[config.mk]
export PLATFORM = sky130hd
export DESIGN_NAME = key_cmd_gen
export DESIGN_NICKNAME = d
export VERILOG_FILES = /design/src/rtl/key_cmd_pkg.sv /design/src/rtl/key_code_map.sv /design/src/rtl/key_cmd_gen.sv
export SDC_FILE = /design/constraint.sdc
export NUM_CORES = 1
export LEC_CHECK = 0
export BUFFER_PORTS_ARGS = -buffer_cell sky130_fd_sc_hd__buf_2
export CAP_MARGIN = 20
export CORE_MARGIN = 4
export CORE_UTILIZATION = 30
export DETAILED_ROUTE_END_ITERATION = 10
export GPL_TIMING_DRIVEN = 0
export SLEW_MARGIN = 20
export SYNTH_ARGS = -nofsm -noshare
export SYNTH_HDL_FRONTEND = slang
export SYNTH_SLANG_ARGS = --single-unit
[constraint.sdc]
create_clock -name i_clk -period 3.44 [get_ports i_clk]
set_clock_uncertainty 0.05 [all_clocks]
set_input_delay 0.344 -clock i_clk [delete_from_list [all_inputs] [get_ports i_clk]]
set_output_delay 0.344 -clock i_clk [all_outputs]
set_load 0.1 [all_outputs]
[src/rtl/key_cmd_pkg.sv]
// Shared constants for the keyboard command generator: scan codes and command indices.
package key_cmd_pkg;

  localparam int unsigned CMD_W = 3;
  localparam int unsigned N_CMD = 5;

  typedef logic [CMD_W-1:0] cmd_t;

  // Scan codes as {E0 flag, 8-bit code}
  localparam logic [8:0] KEY_W     = 9'h01D;
  localparam logic [8:0] KEY_S     = 9'h01B;
  localparam logic [8:0] KEY_A     = 9'h01C;
  localparam logic [8:0] KEY_D     = 9'h023;
  localparam logic [8:0] KEY_ENTER = 9'h05A;

  localparam cmd_t CMD_UP = 3'd0;
  localparam cmd_t CMD_DW = 3'd1;
  localparam cmd_t CMD_LT = 3'd2;
  localparam cmd_t CMD_RT = 3'd3;
  localparam cmd_t CMD_CT = 3'd4;

  // One-hot pulse vector for a command index
  function automatic logic [N_CMD-1:0] cmd_onehot(input cmd_t c);
    return N_CMD'(1) << c;
  endfunction

endpackage

[src/rtl/key_code_map.sv]
// Combinational scan-code decoder: 9-bit code -> {hit, command index}.
module key_code_map
  import key_cmd_pkg::*;
(
  input  logic [8:0] i_code,
  output logic       o_hit,
  output cmd_t       o_cmd
);

  // Decode mapped keys; every other code is a miss
  always_comb begin
    o_hit = 1'b1;
    o_cmd = CMD_UP;
    case (i_code)
      KEY_W:     o_cmd = CMD_UP;
      KEY_S:     o_cmd = CMD_DW;
      KEY_A:     o_cmd = CMD_LT;
      KEY_D:     o_cmd = CMD_RT;
      KEY_ENTER: o_cmd = CMD_CT;
      default:   o_hit = 1'b0;
    endcase
  end

endmodule

[src/rtl/key_cmd_gen.sv]
// Turns PS/2 make/break events into single-cycle, rate-limited command pulses.
// Held keys are tracked so auto-repeat yields one press; one pending slot absorbs
// presses that arrive during the lockout window.
module key_cmd_gen
  import key_cmd_pkg::*;
#(
  parameter int unsigned LOCKOUT_CYCLES = 1_000_000,
  parameter int unsigned CNT_W          = 20
) (
  input  logic       i_clk,
  input  logic       i_rst_n,
  input  logic       i_en,
  input  logic       i_key_valid,
  input  logic [8:0] i_last_change,
  input  logic       i_key_make,
  output logic       o_up_pulse,
  output logic       o_dw_pulse,
  output logic       o_lt_pulse,
  output logic       o_rt_pulse,
  output logic       o_ct_pulse,
  output logic       o_cmd_busy,
  output logic       o_drop_flag
);

  localparam logic [CNT_W-1:0] LOCKOUT_VAL = CNT_W'(LOCKOUT_CYCLES);

  logic             w_hit;
  cmd_t             w_cmd;
  logic [N_CMD-1:0] r_held, w_held_d;
  logic             w_press;
  logic             w_ready;
  logic             w_emit;
  cmd_t             w_emit_cmd;
  logic [CNT_W-1:0] r_cnt, w_cnt_d;
  logic             r_pend_v, w_pend_v_d;
  cmd_t             r_pend_cmd, w_pend_cmd_d;
  logic             r_drop, w_drop_d;
  logic [N_CMD-1:0] r_pulse, w_pulse_d;

  key_code_map u_map (
    .i_code (i_last_change),
    .o_hit  (w_hit),
    .o_cmd  (w_cmd)
  );

  // Held-key tracking; a press is a make on a key not already held, gated by enable
  always_comb begin
    w_held_d = r_held;
    w_press  = 1'b0;
    if (i_key_valid && w_hit) begin
      if (i_key_make) begin
        if (!r_held[w_cmd]) begin
          w_press = i_en;
        end
        w_held_d[w_cmd] = 1'b1;
      end else begin
        w_held_d[w_cmd] = 1'b0;
      end
    end
  end

  // Arbitration between the pending slot and a new press, plus lockout counter
  always_comb begin
    // counter==1 reaches zero this cycle, so it is already safe to emit
    w_ready      = (r_cnt <= CNT_W'(1));
    w_emit       = 1'b0;
    w_emit_cmd   = r_pend_cmd;
    w_pend_v_d   = r_pend_v;
    w_pend_cmd_d = r_pend_cmd;
    w_drop_d     = r_drop;
    if (w_ready) begin
      if (r_pend_v) begin
        w_emit     = 1'b1;
        w_emit_cmd = r_pend_cmd;
        w_pend_v_d = w_press;
        if (w_press) begin
          w_pend_cmd_d = w_cmd;
        end
      end else if (w_press) begin
        w_emit     = 1'b1;
        w_emit_cmd = w_cmd;
      end
    end else if (w_press) begin
      w_pend_v_d   = 1'b1;
      w_pend_cmd_d = w_cmd;
      if (r_pend_v) begin
        w_drop_d = 1'b1;
      end
    end

    if (w_emit) begin
      w_cnt_d = LOCKOUT_VAL;
    end else if (r_cnt != '0) begin
      w_cnt_d = r_cnt - CNT_W'(1);
    end else begin
      w_cnt_d = r_cnt;
    end

    w_pulse_d = w_emit ? cmd_onehot(w_emit_cmd) : '0;
  end

  // State and registered pulse outputs
  always_ff @(posedge i_clk or negedge i_rst_n) begin
    if (!i_rst_n) begin
      r_held     <= '0;
      r_cnt      <= '0;
      r_pend_v   <= 1'b0;
      r_pend_cmd <= '0;
      r_drop     <= 1'b0;
      r_pulse    <= '0;
    end else begin
      r_held     <= w_held_d;
      r_cnt      <= w_cnt_d;
      r_pend_v   <= w_pend_v_d;
      r_pend_cmd <= w_pend_cmd_d;
      r_drop     <= w_drop_d;
      r_pulse    <= w_pulse_d;
    end
  end

  assign o_up_pulse  = r_pulse[CMD_UP];
  assign o_dw_pulse  = r_pulse[CMD_DW];
  assign o_lt_pulse  = r_pulse[CMD_LT];
  assign o_rt_pulse  = r_pulse[CMD_RT];
  assign o_ct_pulse  = r_pulse[CMD_CT];
  assign o_cmd_busy  = (r_cnt != '0) | r_pend_v;
  assign o_drop_flag = r_drop;

endmodule

==> qor.txt, run 1 <==
post-synthesis compound-gate area fraction -> 0.171
drt wl/cell -> 13.4 um
number of synthesized register bits -> 35
Root Buffer -> clkbuf_8
VDD IR max -> 0.000150 V
Synth Net Count -> 217
first-pass iteration count of the detailed router -> 4
clock period minus worst slack -> 2.72 ns
vias in the first global route -> 1593
Net Sw Frac -> 0.246
first-pass GRT wire length -> 7310 um
CTS Buffer Depth -> 2
Antenna Cells -> 0
Post-synth EDFFs -> 0
Max Cap Viol -> 0
synthesized area per cell -> 9.97 um2
# rows -> 29
Die Wd -> 89.7 um
CP max FO -> 8
GRT Total Usage -> 0.109
Post-Synth Simple-Gate Area -> 0.233
CTS Buf Count -> 5
Initial Util -> 0.312
setup TNS -> 0 ns
Worst-Skew Late Latency -> 0.30 ns
share of layout cells above drive strength 1 -> 0.188
Clock Sinks -> 35
required time of the critical path -> 3.05 ns
Rel. slew slack -> 0.493
cells after synthesis -> 201
Critical Path Source Type -> flop
CTS H-Tree Depth -> 2
vias per cell -> 5.21
Unique masters post-synth -> 50
initial antenna violation count -> 0
WL final -> 4100 um
main area contributors after synthesis -> dfrtp_1 44%, xnor2_1 6.1%, nor2_1 3.6%, a21oi_1 3.5%, mux2_2 2.8%
fin nets -> 244
final hold vios -> 0
PD cells -> 332 mW/mm2
Clk network pwr share -> 0.387
CP Capture Type -> output pin
Filler cells -> 672
sequential fraction of the synthesis area -> 0.437
NetSw -> 0.000187 W
Final Setup Violations -> 0
combinational power share -> 0.065
DR iter-0 viols -> 38
largest net degree at the start of global routing -> 36
top metal layer carrying routed signals -> met4
total power -> 0.000760 W
Pins Over Slew Limit -> 0
YS warnings -> 0
post-synth top area cell -> dfrtp_1
ys flop type -> dfrtp_1
CTS clk-pin slew, worst paths -> 0.08 ns
most common cell in the netlist -> dfrtp_1
unrepaired setup endpoints after global routing -> no
area share of the largest cell type after synthesis -> 0.437
synth cell count leaders -> 35 x dfrtp_1, 19 x nor2_1, 14 x a21oi_1, 14 x xnor2_1, 11 x nand2_1
status -> finished clean
total gr overflow -> 0
largest family of logic cells by synthesized area -> simple AND/OR/NAND/NOR gates
Peak Freq -> 368 MHz
DR WL met3 -> 159 um
area of the mapped netlist -> 0.00200 mm2
P_int -> 0.000572 W
I/O Buffers -> 20
async set or reset register ratio after synthesis -> 1.00
core area -> 0.00642 mm2
Layout area overhead -> 14.1%
# IOs -> 21
Final ANT Viol Nets -> 0
drt drc -> 0
die area -> 0.00805 mm2
CP arrival -> 2.32 ns
Synth Area in XOR/XNOR -> 0.0787
Detailed Place HPWL -> 3060 um
mux cell area share after synthesis -> 0.0493
CP Class -> flop to output pin
M1 WL -> 2010 um
setup slack after layout -> 0.723 ns
post-CTS setup buffer count -> 0
post-place setup slack -> 0.701 ns
worst hold margin -> 0.0649 ns
Synth Area in Adders -> 0.0175
Die Span Y -> 89.7 um
gpl congestion -> 0.792
hold buffers post-CTS -> 0
via count -> 1595
Tcrit/Tclk final -> 0.790
Slew @ Worst Pin -> 0.761 ns
leakage power -> 0.855 nW
metal2 WL -> 1860 um
hold crit path type -> input pin to asynchronous set/reset pin
Reg power frac -> 0.548
CTS resizes -> 0
CTS tree -> built
[path summary, 6_finish.rpt]
check | from | endpoint | slack (ns) | cells past startpoint
min in group i_clk | i_key_make | flop | 0.33 | 2
worst min-delay path | i_rst_n | r_cnt[13] | 0.06 | 1
worst max-delay path | r_cnt[3] | o_cmd_busy | 0.72 | 5
max in group asynchronous | i_rst_n | r_pend_cmd[0] | 2.79 | 1
worst min register to register | o_drop_flag | o_drop_flag | 0.42 | 1
worst max register to register | r_cnt[15] | r_pulse[4] | 0.74 | 6
[cells by family (layout without fill, tap and decap cells)]
family,count (synthesis),in the layout
and+or+nand+nor,82,82
AOI/OAI and AO/OA,47,47
muxes,9,9
buffers and inverters,7,35
adders and majority gates,3,3
xor gates and xnor gates,18,18
DFF,35,35
[worst max-delay path: stages, from the launching register on]
cell     delay (ns)
dfrtp_1        0.43
nor4_2         0.45
nand3_1        0.24
nor2_1         0.48
nand2_1        0.11
buf_2          0.31
[metrics by stage]
step | util | cell area, um2 | std cells
after global routing | 0.356 | 2280 | 306
after global placement | 0.342 | 2200 | 298
after CTS | 0.356 | 2280 | 306
after floorplan | - | 2000 | 201
after detailed placement | 0.342 | 2200 | 298
final | 0.356 | 2280 | 306
[layer usage]
layer,track usage,vias to the layer above
met5,0,-
met3,0.0267,7
met4,0.0383,0
li1,-,801
met1,0.145,766
met2,0.172,21
[layout by cell type (no fill, tap or decap), types with 6 or more instances in the layout]
master and count:
nand3_1 6, nor2_1 19, o21ai_0 9, buf_2 20, or3_1 6, nor3_1 8
dfrtp_1 35, xnor2_1 14, nand2_1 11, a21oi_1 14
[power groups by stage]
stage	logic [W]	registers [W]	clock network, W
6_report	0.0000492	0.000417	0.000294
5_1_grt	0.0000568	0.000417	0.000332
4_1_cts	0.0000505	0.000416	0.000307
3_5_place_dp	0.0000504	0.000425	0
3_3_place_gp	0.0000499	0.000424	0
2_1_floorplan	0.0000241	0.000424	0
[area by class of cell]
cell class	count	area (um2)	share of cell area
Sequential cell	35	876	0.383
Timing Repair Buffer	20	100	0.0438
Clock buffer	6	72.6	0.0318
Multi-Input combinational cell	159	1100	0.482
Clock inverter	2	12.5	0.00548
Inverter	4	15.0	0.00657
Buffer	3	11.3	0.00493
Tap cell	77	96.3	0.0422
Power figures use the tool's default switching activity.
==> run 2, diff against run 1 <==
--- a/config.mk
+++ b/config.mk
@@ -5,6 +5,7 @@
 export SDC_FILE = /design/constraint.sdc
 export NUM_CORES = 1
 export LEC_CHECK = 0
+export ABC_AREA = 1
 export BUFFER_PORTS_ARGS = -buffer_cell sky130_fd_sc_hd__buf_2
 export CAP_MARGIN = 20
 export CORE_MARGIN = 4
==> constraint.sdc (replaced) <==
create_clock -name i_clk -period 2.4 [get_ports i_clk]
set_clock_uncertainty 0.05 [all_clocks]
set_input_delay 0.24 -clock i_clk [delete_from_list [all_inputs] [get_ports i_clk]]
set_output_delay 0.24 -clock i_clk [all_outputs]
set_load 0.1 [all_outputs]
==> qor.txt, run 2 <==
status -> finished clean
final hold vios -> 0 (unchanged)
combinational power share -> 0.065 (about the same)
number of synthesized register bits -> 35 (unchanged)
Clock Sinks -> 35 (unchanged)
PD cells -> 481 mW/mm2 (+45%)
area share of the largest cell type after synthesis -> 0.404 (-0.0333)
Net Sw Frac -> 0.222 (-0.0244)
Top delay family on crit path -> simple AND/OR/NAND/NOR gates
Reg power frac -> 0.489 (-0.059)
area of the mapped netlist -> 0.00217 mm2 (+8.2%)
Critical Path Source Type -> flop
core area -> 0.00691 mm2 (+7.5%)
I/O Buffers -> 20 (unchanged)
Synth Net Count -> 313 (+44%)
drt wl/cell -> 9.84 um (-27%)
area taken by multi-input logic gates -> 0.00112 mm2 (+1.7%)
Top cell by count, worst path -> nand2_1
fin nets -> 343 (+41%)
main area contributors after synthesis -> dfrtp_1 40%, nand2_1 11%, inv_1 8.3%, nor2_1 6.9%, nand3_1 6.0%
Worst-Skew Late Latency -> 0.29 ns (about the same)
total gr overflow -> 0 (unchanged)
ys flop type -> dfrtp_1
Final ANT Viol Nets -> 0 (unchanged)
CP max stage delay -> 0.40 ns (-0.08 ns)
clock period minus worst slack -> 2.15 ns
# IOs -> 21 (unchanged)
drt drc -> 0 (unchanged)
Detailed Place HPWL -> 3190 um (+4.3%)
WL final -> 4170 um (+1.8%)
CP Capture Type -> flop
die area -> 0.00865 mm2 (+7.5%)
Layout area overhead -> 18.5%
CTS Buf Count -> 5 (unchanged)
Unique masters post-synth -> 27 (-46%)
Initial Util -> 0.314 (+0.00205)
FF+latch area -> 876 um2 (unchanged)
gpl congestion -> 0.810 (+2.4%)
Filler cells -> 730 (+8.6%)
P_int -> 0.000961 W (+68%)
CP max FO -> 4 (-4)
commonest non-fill, non-tap cell in the layout -> nand2_1
CTS clk-pin slew, worst paths -> 0.08 ns (about the same)
Die Wd -> 93.0 um (+3.7%)
NetSw -> 0.000275 W (+47%)
share of layout cells above drive strength 1 -> 0.213 (+0.0256)
Slew @ Worst Pin -> 0.768 ns (+0.00760 ns)
Rel. slew slack -> 0.488 (-0.00506)
setup TNS -> 0 ns (unchanged)
sequential fraction of the synthesis area -> 0.404 (-0.0333)
Pins Over Slew Limit -> 0 (unchanged)
async set or reset register ratio after synthesis -> 1.00 (unchanged)
YS warnings -> 0 (unchanged)
most frequent cells in the layout -> 64 x nand2_1, 48 x inv_1, 36 x nor2_1
Max Cap Viol -> 0 (unchanged)
vias in the first global route -> 1687 (+5.9%)
DR iter-0 viols -> 92 (+140%)
post-synth top area cell -> dfrtp_1
CTS tree -> built
Peak Freq -> 464 MHz
synthesized area per cell -> 7.30 um2 (-27%)
VDD IR max -> 0.000188 V (+25%)
Final Setup Violations -> 0 (unchanged)
leakage power -> 1.33 nW (+55%)
first-pass GRT wire length -> 7250 um (-0.77%)
CTS Buffer Depth -> 2 (unchanged)
GRT Total Usage -> 0.103 (-0.00605)
cell at the slowest stage of the critical path -> dfrtp_1
hold crit path type -> input pin to flop
Root Buffer -> clkbuf_8
most common cell in the netlist -> nand2_1
largest net degree at the start of global routing -> 36 (unchanged)
initial antenna violation count -> 0 (unchanged)
vias per cell -> 4.26 (-18%)
required time of the critical path -> 2.53 ns (-0.52 ns)
synth cell count leaders -> 65 x nand2_1, 48 x inv_1, 40 x nor2_1, 35 x dfrtp_1, 26 x nand3_1
Post-synth EDFFs -> 0 (unchanged)
Clk network pwr share -> 0.446 (+0.059)
Antenna Cells -> 0 (unchanged)
Die Span Y -> 93.0 um (+3.7%)
CP Class -> flop to flop
CP arrival -> 2.28 ns (-0.04 ns)
crit path cell chain -> inv_1 > ha_1 > inv_1 > nor2_2 > nand3_2 > nor2_2 > nand2_1 > o21ai_1 > nand2_1 > nor2_4 > inv_2 > nand2_1 > nand2_1 > nand2_1 > nor2_1
Bufs and invs on worst path -> 3 (+2)
cells after synthesis -> 297 (+48%)
unrepaired setup endpoints after global routing -> no
CTS H-Tree Depth -> 2 (unchanged)
first-pass iteration count of the detailed router -> 4 (unchanged)
total power -> 0.00124 W (+63%)
via count -> 1806 (+13%)
# rows -> 30 (+3.4%)
Tcrit/Tclk final -> 0.898
==> run 2: cell types whose count changed in the layout (fill, tap and decap cells not counted), moves of 6 or more <==
cell	delta
nand2_1	+53
inv_1	+44
nand3_1	+19
nor2_1	+17
xnor2_1	-13
inv_2	+8
a21oi_1	-7
nor2_2	+7
or3_1	-6
==> run 2: kinds of logic (layout without fill, tap and decap cells) <==
family | Yosys count | count (layout) | share of synthesized area
simple gates | 169 | 169 | 0.380
buf+inv | 56 | 87 | 0.0969
flops | 35 | 35 | 0.404
compound gates | 25 | 25 | 0.0669
xor+xnor | 10 | 10 | 0.0404
fa+ha+maj | 2 | 2 | 0.0115
==> run 2: power groups by stage <==
stage | sequential (W) | clock (W) | combinational [W]
3_5_place_dp | 0.000615 | 0 | 0.0000800
2_1_floorplan | 0.000614 | 0 | 0.0000465
6_report | 0.000604 | 0.000551 | 0.0000807
4_1_cts | 0.000603 | 0.000564 | 0.0000815
5_1_grt | 0.000605 | 0.000591 | 0.0000935
3_3_place_gp | 0.000615 | 0 | 0.0000789
==> run 2: final timing paths <==
check                                   to  slack [ns]       start  cells after the start
worst min register to register        flop        0.43        flop                      2
max in group asynchronous         r_cnt[5]        1.30     i_rst_n                      2
min in group asynchronous        r_cnt[10]        0.51     i_rst_n                      2
worst max register to register  r_pulse[0]        0.25    r_cnt[0]                     15
worst max-delay path            r_pulse[0]        0.25    r_cnt[0]                     15
worst min-delay path                  flop        0.18  i_key_make                      3
==> run 2: through the flow <==
step                instance area (um2)  cells  setup WS, ns  hold WS (ns)   util
floorplan                          2170    297         0.458        -0.106      -
global placement                   2390    413         0.145         0.317  0.346
detailed placement                 2390    413         0.125         0.316  0.346
CTS                                2520    422         0.129         0.182  0.364
global route                       2570    424        0.0108         0.193  0.372
finish                             2570    424         0.246         0.177  0.372
==> run 2: what timing repair did <==
action / in CTS / in global routing
hold endpoints to repair: 8 / 0
hold buffers: 1 / 0
gates resized for setup: 0 / 10
endpoints found under the setup margin: 0 / 9
setup buffers: 0 / 2
==> run 2: routing by layer <==
layer  part of all wire  up-vias  GRT usage
li1                   -      979          -
met1               0.50      798      0.139
met2               0.45       24      0.158
met3              0.028        5     0.0185
met4              0.018        0     0.0476
met5                  0        -          0
==> run 2: area by class of cell <==
type / count / area share
flip-flops and latches: 35 / 0.341
multi-input cells: 206 / 0.436
inverters: 56 / 0.0818
repair buffers: 23 / 0.0487
clock inverters: 2 / 0.0136
well taps: 96 / 0.0468
clock buffers: 6 / 0.0321
==> run 2: worst reg2reg max path, delay by kind of cell (launching register included) <==
family / cells / cell delay [ns]
DFF: 1 / 0.40
buffers and inverters: 3 / 0.25
AOI/OAI and AO/OA: 1 / 0.12
and+or+nand+nor: 10 / 1.05
adders and majority gates: 1 / 0.18
==> run 3, diff against run 2 <==
--- a/config.mk
+++ b/config.mk
@@ -5,13 +5,13 @@
 export SDC_FILE = /design/constraint.sdc
 export NUM_CORES = 1
 export LEC_CHECK = 0
-export ABC_AREA = 1
 export BUFFER_PORTS_ARGS = -buffer_cell sky130_fd_sc_hd__buf_2
 export CAP_MARGIN = 20
 export CORE_MARGIN = 4
 export CORE_UTILIZATION = 30
 export DETAILED_ROUTE_END_ITERATION = 10
 export GPL_TIMING_DRIVEN = 0
+export SETUP_SLACK_MARGIN = 0.02
 export SLEW_MARGIN = 20
 export SYNTH_ARGS = -nofsm -noshare
 export SYNTH_HDL_FRONTEND = slang
==> constraint.sdc (replaced) <==
create_clock -name i_clk -period 2 [get_ports i_clk]
set_clock_uncertainty 0.05 [all_clocks]
set_input_delay 0.2 -clock i_clk [delete_from_list [all_inputs] [get_ports i_clk]]
set_output_delay 0.2 -clock i_clk [all_outputs]
set_load 0.1 [all_outputs]
==> qor.txt, run 3 (synthesized netlist as in run 1, its figures left out) <==
status -> finished with violations
failing checks -> negative setup slack
Initial Util -> 0.312 (-0.00205)
fin nets -> 260 (-24%)
setup slack after layout -> -0.163 ns (-0.409 ns)
CP Capture Type -> flop
VDD IR max -> 0.000195 V (+4.2%)
CP arrival -> 2.30 ns (+0.02 ns)
gpl congestion -> 0.773 (-4.6%)
Root Buffer -> clkbuf_8
WL final -> 4660 um (+12%)
Tcrit/Tclk final -> 1.08 (+0.184)
I/O Buffers -> 20 (unchanged)
initial antenna violation count -> 0 (unchanged)
commonest non-fill, non-tap cell in the layout -> dfrtp_1
unrepaired setup endpoints after global routing -> yes
total gr overflow -> 0 (unchanged)
CP Class -> flop to flop
drt wl/cell -> 14.5 um (+47%)
Rel. slew slack -> 0.478 (-0.00971)
first-pass GRT wire length -> 8220 um (+13%)
hold crit path type -> input pin to flop
core area -> 0.00642 mm2 (-7.0%)
Pins Over Slew Limit -> 0 (unchanged)
leakage power -> 1.03 nW (-22%)
vias in the first global route -> 1702 (+0.89%)
Clock Sinks -> 35 (unchanged)
combinational power share -> 0.072 (+0.007)
CTS Buf Count -> 5 (unchanged)
Final ANT Viol Nets -> 0 (unchanged)
final hold vios -> 0 (unchanged)
CP max FO -> 4 (unchanged)
Critical Path Source Type -> flop
CTS clk-pin slew, worst paths -> 0.08 ns (about the same)
P_int -> 0.000988 W (+2.8%)
Die Wd -> 89.7 um (-3.5%)
# IOs -> 21 (unchanged)
GRT Total Usage -> 0.121 (+0.0180)
largest net degree at the start of global routing -> 36 (unchanged)
HP Start -> i_key_make
Max Cap Viol -> 0 (unchanged)
Slew @ Worst Pin -> 0.783 ns (+0.0146 ns)
Clk network pwr share -> 0.386 (-0.060)
vias per cell -> 5.26 (+24%)
# rows -> 29 (-3.3%)
drt drc -> 0 (unchanged)
PD cells -> 502 mW/mm2 (+4.3%)
die area -> 0.00805 mm2 (-7.0%)
CTS H-Tree Depth -> 2 (unchanged)
Layout area overhead -> 31.4%
Core Util, Final -> 0.410 (+0.0378)
Worst-Skew Late Latency -> 0.29 ns (about the same)
Filler cells -> 631 (-14%)
share of layout cells above drive strength 1 -> 0.359 (+0.146)
CTS tree -> built
Critical path origin -> r_cnt[3]
Net Sw Frac -> 0.252 (+0.0299)
fin cells -> 322 (-24%)
Reg power frac -> 0.542 (+0.053)
required time of the critical path -> 2.13 ns (-0.40 ns)
Detailed Place HPWL -> 3140 um (-1.6%)
first-pass iteration count of the detailed router -> 4 (unchanged)
Antenna Cells -> 0 (unchanged)
CTS Buffer Depth -> 2 (unchanged)
dpl cells -> 298 (-28%)
Final Setup Violations -> 15 (+15)
FF+latch area -> 878 um2 (+0.29%)
clock period minus worst slack -> 2.16 ns (+0.00874 ns)
NetSw -> 0.000333 W (+21%)
setup TNS -> -0.951 ns (-0.951 ns)
post-place setup slack -> -0.482 ns (-0.607 ns)
most frequent cells in the layout -> 33 x dfrtp_1, 19 x buf_2, 18 x nor2_1
Die Span Y -> 89.7 um (-3.5%)
Peak Freq -> 462 MHz (-0.40%)
DR iter-0 viols -> 56 (-39%)
via count -> 1694 (-6.2%)
worst reg2reg startpoint -> r_cnt[3]
area taken by multi-input logic gates -> 0.00131 mm2 (+17%)
-- run 3: cell types whose count changed in the layout (fill, tap and decap cells not counted), sizes merged, moves of 7 or more --
cell   previous run  this run
buf              22        35
mux2              0         7
nor2             48        19
nand3            30         6
inv              56         4
xnor2             1        14
nand2            74        11
-- run 3: what timing repair did --
item                                    CTS  global route
pin swaps                                 9             9
hold endpoints to repair                 35             0
cloned                                    0             0
endpoints found under the setup margin   25            25
setup buffers                            10             5
hold buffers                              1             0
gates resized for setup                  19            19
-- run 3: final cells by class --
cell class,instances,share of cell area
Buffer,3,0.00571
Clock buffer,6,0.0276
Clock inverter,2,0.00476
Inverter,4,0.00571
Multi-Input combinational cell,159,0.496
Sequential cell,35,0.334
Tap cell,77,0.0366
Timing Repair Buffer,36,0.0899
-- run 3: per-layer routing --
| layer | vias up | wire length, um | global-route usage | share of wire |
|---|---|---|---|---|
| met5 | - | 0 | 0 | 0 |
| met4 | 0 | 36 | 0.0307 | 0.0077 |
| met3 | 5 | 155 | 0.0267 | 0.033 |
| met2 | 21 | 2280 | 0.199 | 0.49 |
| met1 | 832 | 2190 | 0.160 | 0.47 |
| li1 | 836 | - | - | - |
-- run 3: worst paths after layout --
| kind | to | slack [ns] | depth (start not counted) |
|---|---|---|---|
| worst min-delay path | flop | 0.19 | 2 |
| worst min register to register | o_drop_flag | 0.41 | 1 |
| max in group asynchronous | r_cnt[3] | 0.89 | 2 |
| worst max register to register | r_pulse[4] | -0.16 | 6 |
| worst max-delay path | r_pulse[4] | -0.16 | 6 |
| min in group asynchronous | r_cnt[5] | 0.48 | 2 |
-- run 3: critical path, cell delays in order, from the launching register on --
cell      delay (ns)
dfrtp_2         0.45
nor4_4          0.39
nand2_2         0.12
nor3_4          0.25
nand2_2         0.08
or4_4           0.44
a221oi_4        0.28
-- run 3: stage by stage --
step | total power, W | hold WS, ns | area, um2
floorplan | 0.000774 | -0.146 | 2060
finish | 0.00132 | 0.193 | 2630
global route | 0.00139 | 0.202 | 2630
CTS | 0.00134 | 0.189 | 2500
global placement | 0.000818 | 0.278 | 2250
detailed placement | 0.000820 | 0.285 | 2250
-- run 3: power groups by stage --
| stage | Combinational, W | Clock (W) | Sequential (W) |
|---|---|---|---|
| floorplan | 0.0000437 | 0 | 0.000730 |
| global placement | 0.0000882 | 0 | 0.000730 |
| detailed placement | 0.0000891 | 0 | 0.000731 |
| CTS | 0.0000927 | 0.000527 | 0.000717 |
| global route | 0.000109 | 0.000563 | 0.000717 |
| finish | 0.0000952 | 0.000509 | 0.000717 |
